File: config.mk
export PLATFORM = sky130hd
export DESIGN_NAME = uart_rx
export DESIGN_NICKNAME = d
export VERILOG_FILES = /design/src/rtl/uart_rx.sv
export SDC_FILE = /design/constraint.sdc
export NUM_CORES = 1
export LEC_CHECK = 0
export BUFFER_PORTS_ARGS = -buffer_cell sky130_fd_sc_hd__buf_2
export CORE_UTILIZATION = 30
export DETAILED_ROUTE_END_ITERATION = 8
export PLACE_DENSITY = 0.46
export SYNTH_ARGS = -nofsm -noshare
export SYNTH_HDL_FRONTEND = slang
export SYNTH_SLANG_ARGS = --single-unit
File: constraint.sdc
create_clock -name clk_i -period 1.98 [get_ports clk_i]
set_input_delay 0.099 -clock clk_i [delete_from_list [all_inputs] [get_ports clk_i]]
set_output_delay 0.099 -clock clk_i [all_outputs]
set_load 0.02 [all_outputs]
File: src/rtl/uart_rx.sv
// 8N1 UART receiver with a 16x oversampling baud timer.
// The start bit is sampled mid-bit, data bits are sampled every 16 ticks after that, and the line is synchronised into clk_i first.
//
// state | meaning
// IDLE  | waiting for a 1->0 transition on the synchronised line
// START | counting to mid start bit, confirming the line is still low
// DATA  | sampling 8 data bits, LSB first, one every 16 ticks
// STOP  | sampling the stop bit, then publishing the byte or flagging an error
module uart_rx #(
  parameter int SYNC_STAGES = 2
) (
  input  logic        clk_i,
  input  logic        rst_ni,
  input  logic [10:0] div_i,
  input  logic        rx_i,
  output logic [7:0]  data_o,
  output logic        rx_valid_o,
  output logic        frame_err_o,
  output logic        rx_busy_o
);

  typedef enum logic [1:0] {IDLE, START, DATA, STOP} state_t;

  state_t                 state;
  logic [SYNC_STAGES-1:0] sync_q;
  logic                   rx_s;
  logic                   rx_prev;
  logic [10:0]            div_q;
  logic [10:0]            baud_cnt;
  logic [3:0]             s_cnt;
  logic [2:0]             n_cnt;
  logic [7:0]             shift_q;
  logic                   tick;

  assign rx_s      = sync_q[SYNC_STAGES-1];
  assign tick      = (state != IDLE) && (baud_cnt == div_q);
  assign rx_busy_o = (state != IDLE);

  // Synchroniser resets to the idle-high level so that reset never looks like a start edge.
  always_ff @(posedge clk_i) begin
    if (!rst_ni) begin
      sync_q <= '1;
    end else begin
      sync_q <= {sync_q[SYNC_STAGES-2:0], rx_i};
    end
  end

  always_ff @(posedge clk_i) begin
    if (!rst_ni) begin
      state       <= IDLE;
      rx_prev     <= 1'b1;
      div_q       <= '0;
      baud_cnt    <= '0;
      s_cnt       <= '0;
      n_cnt       <= '0;
      shift_q     <= '0;
      data_o      <= '0;
      rx_valid_o  <= 1'b0;
      frame_err_o <= 1'b0;
    end else begin
      rx_prev     <= rx_s;
      rx_valid_o  <= 1'b0;
      frame_err_o <= 1'b0;
      if (state != IDLE) begin
        baud_cnt <= tick ? 11'd0 : baud_cnt + 11'd1;
      end
      case (state)
        IDLE: begin
          // A low line without a preceding high (e.g. a break) never starts a frame.
          if (rx_prev && !rx_s) begin
            state    <= START;
            div_q    <= div_i;
            baud_cnt <= '0;
            s_cnt    <= '0;
            n_cnt    <= '0;
          end
        end
        START: begin
          if (tick) begin
            if (s_cnt == 4'd7) begin
              s_cnt <= '0;
              state <= rx_s ? IDLE : DATA;
            end else begin
              s_cnt <= s_cnt + 4'd1;
            end
          end
        end
        DATA: begin
          if (tick) begin
            if (s_cnt == 4'd15) begin
              shift_q <= {rx_s, shift_q[7:1]};
              s_cnt   <= '0;
              n_cnt   <= n_cnt + 3'd1;
              if (n_cnt == 3'd7) begin
                state <= STOP;
              end
            end else begin
              s_cnt <= s_cnt + 4'd1;
            end
          end
        end
        STOP: begin
          if (tick) begin
            if (s_cnt == 4'd15) begin
              state <= IDLE;
              s_cnt <= '0;
              if (rx_s) begin
                data_o     <= shift_q;
                rx_valid_o <= 1'b1;
              end else begin
                frame_err_o <= 1'b1;
              end
            end else begin
              s_cnt <= s_cnt + 4'd1;
            end
          end
        end
        default: state <= IDLE;
      endcase
    end
  end

endmodule
=== Word level (Yosys, flattened, before mapping) ===
Cells that the tools add are included.

* Register bits after elaboration: 52
* Output and inout bits: 11
* Logic and storage cells: 70

* Reductions and logical operators: 14
* Mux-type cells: 26
* Equal/unequal tests: 16
* Add/subtract/negate cells: 3

{| class="wikitable"
|+ Operators with widths
! kind !! count
|-
| 11-bit two-way mux || 4
|-
| 4-bit two-way mux || 5
|-
| 2-bit two-way mux || 9
|-
| 2-bit != test, second input constant || 8
|-
| 4-bit one-hot mux with 3 select lines || 1
|-
| 4-bit AND reduction || 3
|-
| 11-bit by 1-bit adder with 11-bit output, second input constant || 1
|-
| 11-bit equality test || 1
|-
| 3-bit two-way mux || 3
|-
| 2-bit one-hot mux with 4 select lines || 1
|-
| 8-bit AND reduction || 1
|-
| 3-bit one-hot mux with 2 select lines || 1
|-
| 3-bit AND reduction || 2
|-
| 4-bit by 1-bit adder with 4-bit output, second input constant || 1
|-
| 2-bit equality test, second input constant || 2
|-
| 4-bit by 3-bit equality test with 1-bit output, second input constant || 1
|-
| 4-bit equality test, second input constant || 1
|-
| 2-bit nonzero test || 2
|-
| 3-bit by 1-bit adder with 3-bit output, second input constant || 1
|-
| 3-bit equality test, second input constant || 1
|-
| 2-bit by 1-bit equality test with 1-bit output, second input constant || 1
|-
| 1-bit logical AND || 2
|-
| 2-bit logical NOT || 1
|-
| 1-bit two-way mux || 2
|-
| 4 further kinds || 4
|}

=== Longest topological paths before layout ===
Gate-level depths: netlist (run 1).

* Depth after elaboration: 6
* Gate-level depth with buffers: 7
* Depth with buffers taken out: 6

=== Worst setup path before layout (run 1) ===
OpenSTA, ideal clock, no wires.

* Kind: reg2reg
* Start point: register with a tool-made name
* End point: register shift_q[1]
* Data required time: 1.852 ns
* Cell stages (with the launch flop): 8
* Period minus slack after synthesis: 1.648 ns
* Slack: 0.332 ns
* Arrival: 1.520 ns
* Path buffers: 2
* Cell sequence: dfxtp_1 -> clkbuf_2 -> nor2_4 -> nor4_4 -> and4_4 -> buf_12 -> mux2i_1 -> nor2_1

{| class="wikitable"
|+ RTL lines
! element !! line !! RTL
|-
| to (signal assigned) || 91 || <nowiki>shift_q <= {rx_s, shift_q[7:1]};</nowiki>
|-
| to (decl) || 32 || <nowiki>logic [7:0] shift_q;</nowiki>
|}

=== Worst setup path after layout (run 1) ===
* Start point: register baud_cnt[0]
* End point: register s_cnt[2]

* Longest elaborated chain between the ends: 4
* Elaborated cells between the ends (all ways): 5
* Classes of those cells: eq/ne (3); reduce/logical (2)

{| class="wikitable"
|+ RTL lines
! element !! line !! RTL
|-
| from (decl) || 29 || <nowiki>logic [10:0] baud_cnt;</nowiki>
|-
| from (signal assigned) || 65 || <nowiki>baud_cnt <= tick ? 11'd0 : baud_cnt + 11'd1;</nowiki>
|-
| 11-bit equality test (*) || 36 || <nowiki>assign tick = (state != IDLE) && (baud_cnt == div_q);</nowiki>
|-
| 1-bit logical AND (*) || 36 ||
|-
| 2-bit by 1-bit != test with 1-bit output (no line) or 2-bit != test (tied branches) || - ||
|-
| 3-bit AND reduction (no line) (*) || - ||
|-
| to (signal assigned) || 84 || <nowiki>s_cnt <= s_cnt + 4'd1;</nowiki>
|-
| to (signal assigned) || 98 || <nowiki>s_cnt <= s_cnt + 4'd1;</nowiki>
|-
| to (signal assigned) || 114 || <nowiki>s_cnt <= s_cnt + 4'd1;</nowiki>
|-
| to (decl) || 30 || <nowiki>logic [3:0] s_cnt;</nowiki>
|}

Mark *: on every way between the ends. The rest lies on a longest branch, timed or not.
A chain may end at the register's enable or synchronous reset.

==> metrics.txt, run 1 <==
fin crit share=0.912; hpwl dp=3.53 mm; Total Wirelength=4.87 mm; FMAX=554 MHz; P&R area growth vs syn=15.6%; CP Launch Type=flop; routability cong.=0.811; clock slew at reported path FFs=0.09 ns; drt via density=4.66; #FFs+latches synth=52; Top Ports=25; FP Rows=31; Fin Clk Skew=0.00346 ns; remaining antenna violation count=0; CP arrival=2.05 ns; Hold Crit Class=input pin to flop; H-tree depth=2; DP Area=2550 µm²; 1st-iter DRT viols=130; initial antenna violation count=0; number of remaining DRC errors=0; share of cells above drive strength 1=0.191; Max VDD drop=0.319 mV; Core ar.=7330 µm²; Synth Instances=249; Antenna diodes=0; Slew Limit Fails=0; total CTS buffers=5; Post-Synthesis Cell Area=2290 µm²; final instance area=2650 µm²; Die ar.=8000 µm²; crit path kind=flop to flop; fraction of the yosys area taken by sequential cells=0.454; via count=1779; dpl ws=0.140 ns; overall die width=89.5 µm; drt wl/cell=12.7 µm; commonest non-fill, non-tap cell in the layout=dfxtp_1; crit path max fanout=5; # port buffers=24; endpoints failing hold=0; Initial DRT Pass Iterations=4; global-route wire length before repair=8.00 mm; commonest cells after routing, fill and taps aside=51 x dfxtp_1, 34 x nor2_1, 32 x nand2_1; pwr/cell area=727 nW/µm²; worst endpoint required time=2.22 ns; layout net count=300; final setup TNS=0 ns; Starting Density=0.313; grt ovf=0; number of global-route vias before repair=1558; clk sinks=52; yosys warns=0; Global Route Usage Sum=0.134; CTS tree=built; relative slew slack=0.741; Clk Latency, worst-skew pair=0.30 ns; clk buf depth=2; Die Span Y=89.5 µm; status=complete, no violations; RSZ-0062 raised after global routing=false; largest net degree at the start of global routing=33; Avg Cell Area, Syn=9.22 µm²; total of max-cap violations=0; synth unique cells=44; number of setup buffers added after CTS=0; final worst slack=0.174 ns; Slew @ Worst Pin=0.385 ns; minimum clock period=1.81 ns; Clock Tree Root=clkbuf_8; Lkg Pwr=1.14 nW; critical path endpoint category=flop; Final setup viols=0; post-synth net total=267
-- synth_stat cells, drive strengths merged --
cell,n,area share
dfxtp,52,0.45
nor2,35,0.061
nand2,32,0.052
mux2i,17,0.074
a21oi,15,0.033
xor2,15,0.057
nand3,13,0.033
nor4,9,0.047
and3,5,0.014
clkbuf,5,0.0087
inv,5,0.0082
o21ai,5,0.011
ha,4,0.022
xnor2,4,0.015
nand2b,3,0.0082
nand4,3,0.011
nor2b,3,0.0082
a31oi,2,0.0055
and2,2,0.0065
and4,2,0.0087
buf,2,0.011
nor3,2,0.0065
o211ai,2,0.0065
or3,2,0.0060
a211oi,1,0.0033
a21o,1,0.0038
a22oi,1,0.0033
a32oi,1,0.0038
clkinv,1,0.0016
dlygate4sd1,1,0.0038
nand3b,1,0.0033
o2111ai,1,0.0038
o22ai,1,0.0027
or3b,1,0.0038
-- routing by layer --
| layer | GRT usage | vias to the layer above | part of all wire |
|---|---|---|---|
| met4 | 0.0390 | 0 | 0.015 |
| met2 | 0.189 | 37 | 0.40 |
| met5 | 0 | - | 0 |
| li1 | - | 922 | - |
| met3 | 0.0351 | 8 | 0.037 |
| met1 | 0.197 | 812 | 0.55 |
-- area by class of cell --
class	instances	area, µm²
fillers	742	4680
multi-input cells	183	1180
flip-flops and latches	52	1040
repair buffers	34	198
well taps	99	124
clock buffers	8	90.1
inverters	6	22.5
-- state kept, by name (all words and copies together), names as in the netlist, named ones only --
signal	cells
frame_err_o	1
n_cnt	3
data_o	8
rx_valid_o	1
state	1
s_cnt	4
rx_prev	1
shift_q	8
sync_q	2
baud_cnt	11
div_q	11
-- metrics by stage --
| stage | total power, mW | std cells | hold WS [ns] | utilization |
|---|---|---|---|---|
| after floorplan | 1.25 | 249 | 0.172 | - |
| after global placement | 1.33 | 373 | 0.280 | 0.348 |
| after detailed placement | 1.33 | 373 | 0.283 | 0.348 |
| after CTS | 1.96 | 382 | 0.0172 | 0.362 |
| after global routing | 2.02 | 382 | 0.0216 | 0.362 |
| final | 1.93 | 382 | 0.0239 | 0.362 |
-- path summary, 6_finish.rpt --
path | from | to | slack [ns] | cells after the start
worst max-delay path | baud_cnt[0] | s_cnt[2] | 0.17 | 5
worst min-delay path | div_i[3] | div_q[3] | 0.02 | 3
worst max register to register | baud_cnt[0] | s_cnt[2] | 0.17 | 5
worst min register to register | sync_q[0] | sync_q[1] | 0.42 | 1
-- cells by family after synthesis --
family,count (synthesis),synth area share
buffers and inverters,14,0.0333
AO/OA/AOI/OAI,30,0.0763
AND/OR/NAND/NOR,113,0.268
XOR/XNOR,19,0.0725
flip-flops,52,0.454
adder cells (fa/ha/maj),4,0.0218
multiplexers,17,0.0742
-- power breakdown --
group | internal, mW | switching (mW)
clock | 0.286 | 0.341
sequential | 1.06 | 0.0164
combinational | 0.0843 | 0.140
total | 1.43 | 0.497
-- worst max-delay path: stages (launching register included) --
cell and delay [ns]:
dfxtp_1 0.44, xor2_1 0.16, nor4_1 0.38, nand3_1 0.22, or3b_1 0.41, a21oi_1 0.14
-- repair_timing --
item                                    4_1_cts  5_1_grt
endpoints found under the hold margin         1        0
endpoints found under the setup margin        0        1
gates resized for setup                       0        1
hold buffers                                  1        0
Note: power is estimated with default switching activity, not from simulation.
==> run 2: changes to the inputs <==
CORE_UTILIZATION = 57   (was 30)
GPL_TIMING_DRIVEN = 0   (was default)
PLACE_DENSITY = 0.78   (was 0.46)
==> run 2 against run 1 <==
  * Flip-flop and latch count unchanged
  * Die area decreased by 46%
  * Via count decreased by 1.0%
  * Total power increased by 2.3%
  * Register-to-register slack got worse by 0.08 ns
  * Cell count decreased by 14%
  * Combinational power decreased by 5%
  * Wire length decreased by 10%
  * Count of clock-buffer cells in the layout decreased by 3
  * Utilization increased by 33 points
  * Global-route usage increased by 9.3 points
  * Non-clock buffer count increased by 1
  * Largest cell class unchanged
==> metrics.txt, run 2 (same netlist as run 1, synthesis figures left out) <==
Slew Limit Fails=0; Fill cells=290; RSZ-0062 raised after global routing=false; relative slew slack=0.672; FMAX=530 MHz; CP Launch Type=flop; routability cong.=0.837; number of remaining DRC errors=0; CP top delay family=simple AND/OR/NAND/NOR gates; initial antenna violation count=0; largest net degree at the start of global routing=15; top flop regs=baud_cnt (11), div_q (11); endpoints failing hold=0; clock slew at reported path FFs=0.08 ns; Hold Crit Class=input pin to flop; Reg power frac=0.549; clk sinks=52; grt ovf=0; CTS tree=built; Fin Clk Skew=0.00819 ns; crit path kind=flop to flop; remaining antenna violation count=0; minimum clock period=1.89 ns; Antenna diodes=0; P&R area growth vs syn=13.8%; Clock Tree Root=clkbuf_8; Top Ports=25; Combinational Power Share=0.107; commonest non-fill, non-tap cell in the layout=dfxtp_1; clk buf depth=2; Internal Power=1.50 mW; crit path max fanout=5; Initial DRT Pass Iterations=4; critical path endpoint category=flop; Die ar.=4280 µm²; Buf+Inv Stages, Crit Path=0; layout net count=301; DP Area=2470 µm²; Clk Latency, worst-skew pair=0.30 ns; worst endpoint required time=2.21 ns; CP max stage cell=nor4_1; total CTS buffers=5; share of cells above drive strength 1=0.181; switching part of the total=0.240; crit path cell chain=xor2_1, nor4_1, nand3_1, or3b_1, a21oi_1; number of global-route vias before repair=1653; global-route wire length before repair=7.38 mm; # port buffers=24; Slew @ Worst Pin=0.487 ns; Die Span Y=65.5 µm; Starting Density=0.608; NetSw=0.473 mW; via count=1761; pwr/cell area=755 nW/µm²; hpwl dp=3.15 mm; slowest cell delay on critical path=0.46 ns; status=complete, no violations; final instance area=2610 µm²; Core ar.=3770 µm²; Total Wirelength=4.37 mm; final setup TNS=0 ns; drt via density=5.34; Clock Power Share=0.344; drt wl/cell=13.2 µm; commonest cells after routing, fill and taps aside=52 x dfxtp_1, 33 x nor2_1, 32 x nand2_1; FP Rows=22; Final setup viols=0; 1st-iter DRT viols=117; Lkg Pwr=1.11 nW; Final Total Pwr=1.97 mW; H-tree depth=2; overall die width=65.5 µm; fin crit share=0.954; Max VDD drop=0.561 mV; total of max-cap violations=0; Global Route Usage Sum=0.226; CP arrival=2.12 ns
==> run 2: cell types whose count changed in the layout (fill, tap and decap cells not counted), sizes merged <==
cell | before | now
dlygate4sd1 | 0 | 1
bufinv | 0 | 1
buf | 33 | 28
clkbuf | 8 | 10
==> run 2: per-stage QoR <==
stage	setup WS (ns)	hold slack, ns	util	std cells
CTS	0.119	0.0310	0.685	328
global placement	0.169	0.279	0.656	321
floorplan	0.332	0.172	-	249
detailed placement	0.127	0.283	0.656	321
finish	0.0915	0.0298	0.693	330
global route	0.00664	0.0438	0.693	330
==> run 2: final timing paths <==
check | startpoint | end | slack [ns] | cells past startpoint
setup / recovery | baud_cnt[0] | s_cnt[2] | 0.09 | 5
hold / removal | div_i[3] | div_q[3] | 0.03 | 3
setup reg to reg | baud_cnt[0] | s_cnt[2] | 0.09 | 5
hold reg to reg | sync_q[0] | sync_q[1] | 0.47 | 1
==> run 2: worst reg2reg max path, cell delays in order, from the launching register on <==
cell	delay, ns
dfxtp_1	0.43
xor2_1	0.16
nor4_1	0.46
nand3_1	0.22
or3b_1	0.41
a21oi_1	0.14
==> run 2: what timing repair did <==
action	in CTS	in global routing
hold buffers	1	0
gates resized for setup	0	3
setup endpoints to repair	0	15
endpoints found under the hold margin	1	0
buffers inserted	0	2
==> run 2: layout make-up <==
type | instances | area (µm²) | share of cell area
plain buffers | 8 | 53.8 | 0.0206
clock buffers | 5 | 68.8 | 0.0263
clock inverters | 1 | 30.0 | 0.0115
well taps | 48 | 60.1 | 0.0230
flip-flops and latches | 52 | 1040 | 0.398
repair buffers | 27 | 145 | 0.0556
multi-input cells | 183 | 1190 | 0.456
inverters | 6 | 22.5 | 0.00862
==> run 2: power groups by stage <==
| stage | combinational (mW) | clock (mW) | sequential [mW] |
|---|---|---|---|
| after global routing | 0.234 | 0.729 | 1.09 |
| after floorplan | 0.152 | 0 | 1.10 |
| after CTS | 0.206 | 0.695 | 1.08 |
| final | 0.212 | 0.678 | 1.08 |
| after detailed placement | 0.202 | 0 | 1.11 |
| after global placement | 0.199 | 0 | 1.11 |
==> run 2: per-layer routing <==
layer / up-vias / part of all wire / track usage
met5: - / 0 / 0
met3: 10 / 0.033 / 0.0469
met2: 32 / 0.43 / 0.349
li1: 921 / - / -
met1: 798 / 0.52 / 0.311
met4: 0 / 0.016 / 0.0815
==> run 3: changes to the inputs <==
--- a/config.mk
+++ b/config.mk
@@ -8,6 +8,6 @@
 export BUFFER_PORTS_ARGS = -buffer_cell sky130_fd_sc_hd__buf_2
-export CORE_UTILIZATION = 57
+export CORE_UTILIZATION = 45
 export DETAILED_ROUTE_END_ITERATION = 8
 export GPL_TIMING_DRIVEN = 0
-export PLACE_DENSITY = 0.78
+export PLACE_DENSITY = 0.64
 export SYNTH_ARGS = -nofsm -noshare
--- a/constraint.sdc
+++ b/constraint.sdc
@@ -3,2 +3,2 @@
 set_output_delay 0.099 -clock clk_i [all_outputs]
-set_load 0.02 [all_outputs]
+set_load 0.1 [all_outputs]
==> run 3 against run 2 <==
  * Die area increased by 26%
  * Combinational power up 18%
  * Register-to-register slack improved by 0.10 ns
  * Sequential power hardly changed
  * Design area rose by 3.0%
  * Clock skew decreased by 0.00080 ns
  * Global-route usage decreased by 4.3 points
  * Via count is 1.4% higher
  * Fmax is 5.9% higher
  * Total power increased by 5.1%
  * Wire length up 1.3%
==> metrics.txt, run 3 (same netlist as run 1, synthesis figures left out) <==
commonest non-fill, non-tap cell in the layout=dfxtp_1; drt via density=5.03; largest net degree at the start of global routing=18; clk sinks=52; worst endpoint required time=2.17 ns; minimum clock period=1.78 ns; RSZ-0062 raised after global routing=false; overall die width=73.4 µm; Final setup viols=0; Max VDD drop=0.472 mV; total of max-cap violations=0; crit path max fanout=10; CP top delay family=simple AND/OR/NAND/NOR gates; CP arrival=1.98 ns; relative slew slack=0.676; drt wl/cell=12.5 µm; Die Span Y=73.4 µm; grt ovf=0; commonest cells after routing, fill and taps aside=51 x dfxtp_1, 33 x nor2_1, 32 x nand2_1; placed cells=340; layout net count=305; Buf+Inv Stages, Crit Path=1; Slew @ Worst Pin=0.486 ns; final setup TNS=0 ns; # port buffers=24; Antenna diodes=0; slowest cell delay on critical path=0.39 ns; routability cong.=0.857; FP Rows=25; Lkg Pwr=1.12 nW; total CTS buffers=5; Clk Latency, worst-skew pair=0.31 ns; FMAX=561 MHz; P&R area growth vs syn=17.2%; Die ar.=5390 µm²; Starting Density=0.476; Hold Crit Class=input pin to flop; Top Ports=25; pwr/cell area=771 nW/µm²; switching part of the total=0.259; Total Wirelength=4.43 mm; clk buf depth=2; initial antenna violation count=0; number of remaining DRC errors=0; Internal Power=1.54 mW; Core ar.=4820 µm²; number of global-route vias before repair=1543; Layout Utilization=0.558; Global Route Usage Sum=0.184; status=complete, no violations; CP Launch Type=flop; Fin Clk Skew=0.00739 ns; CP max stage cell=dfxtp_1; NetSw=0.538 mW; share of cells above drive strength 1=0.208; CTS tree=built; H-tree depth=2; Combinational Power Share=0.121; endpoints failing hold=0; remaining antenna violation count=0; via count=1786; global-route wire length before repair=7.47 mm; crit path cell chain=ha_2, nand4_1, nor2_2, and4_4, buf_12, mux2i_1, nor2_1; Slew Limit Fails=0; Initial DRT Pass Iterations=4; 1st-iter DRT viols=131; clock slew at reported path FFs=0.10 ns; crit path kind=flop to flop; Clock Tree Root=clkbuf_8; hpwl dp=3.18 mm; Clock Power Share=0.357; critical path endpoint category=flop; final cell count without fillers=355; Reg power frac=0.522; top flop regs=baud_cnt (11), div_q (11); fin crit share=0.901
==> run 3: worst min-delay path, cell delays in order <==
cell     delay (ns)
buf_2          0.09
nand2_1        0.04
a21oi_1        0.05
==> run 3: layer usage <==
metal	vias up	routed length, µm	track usage
li1	937	-	-
met1	817	2340	0.272
met2	26	1870	0.257
met3	6	147	0.0453
met4	0	70	0.0641
met5	-	0	0
==> run 3: worst paths after layout <==
path | startpoint | to | slack, ns | cells past startpoint
worst min register to register | sync_q[0] | sync_q[1] | 0.42 | 1
worst max register to register | s_cnt[0] | shift_q[4] | 0.20 | 7
worst min-delay path | div_i[9] | div_q[9] | 0.02 | 3
worst max-delay path | s_cnt[0] | shift_q[4] | 0.20 | 7
==> run 3: per-stage QoR <==
stage / area [µm²] / worst slack [ns] / power (mW) / hold WS (ns)
floorplan: 2300 / 0.0203 / 1.28 / 0.172
CTS: 2630 / 0.0883 / 2.07 / 0.0121
global placement: 2500 / 0.132 / 1.33 / 0.280
global route: 2690 / 0.00618 / 2.17 / 0.0149
finish: 2690 / 0.196 / 2.07 / 0.0209
detailed placement: 2500 / 0.104 / 1.33 / 0.286
==> run 3: timing repair <==
action                                 CTS  global route
hold buffers                             1             0
setup endpoints to repair                0            19
endpoints found under the hold margin    1             0
resized for setup                        0             4
setup buffers                            0             6
==> run 3: power groups by stage <==
stage	clock network [mW]	logic, mW	registers, mW
2_1_floorplan	0	0.175	1.10
3_3_place_gp	0	0.227	1.11
3_5_place_dp	0	0.227	1.11
4_1_cts	0.756	0.230	1.08
5_1_grt	0.808	0.280	1.09
6_report	0.740	0.251	1.08
==> run 3: final cells by class <==
cell class / count / area (µm²)
fillers: 474 / 2130
multi-input cells: 183 / 1190
flip-flops and latches: 52 / 1040
repair buffers: 31 / 175
well taps: 67 / 83.8
clock buffers: 5 / 68.8
plain buffers: 8 / 53.8
clock inverters: 3 / 46.3
inverters: 6 / 26.3
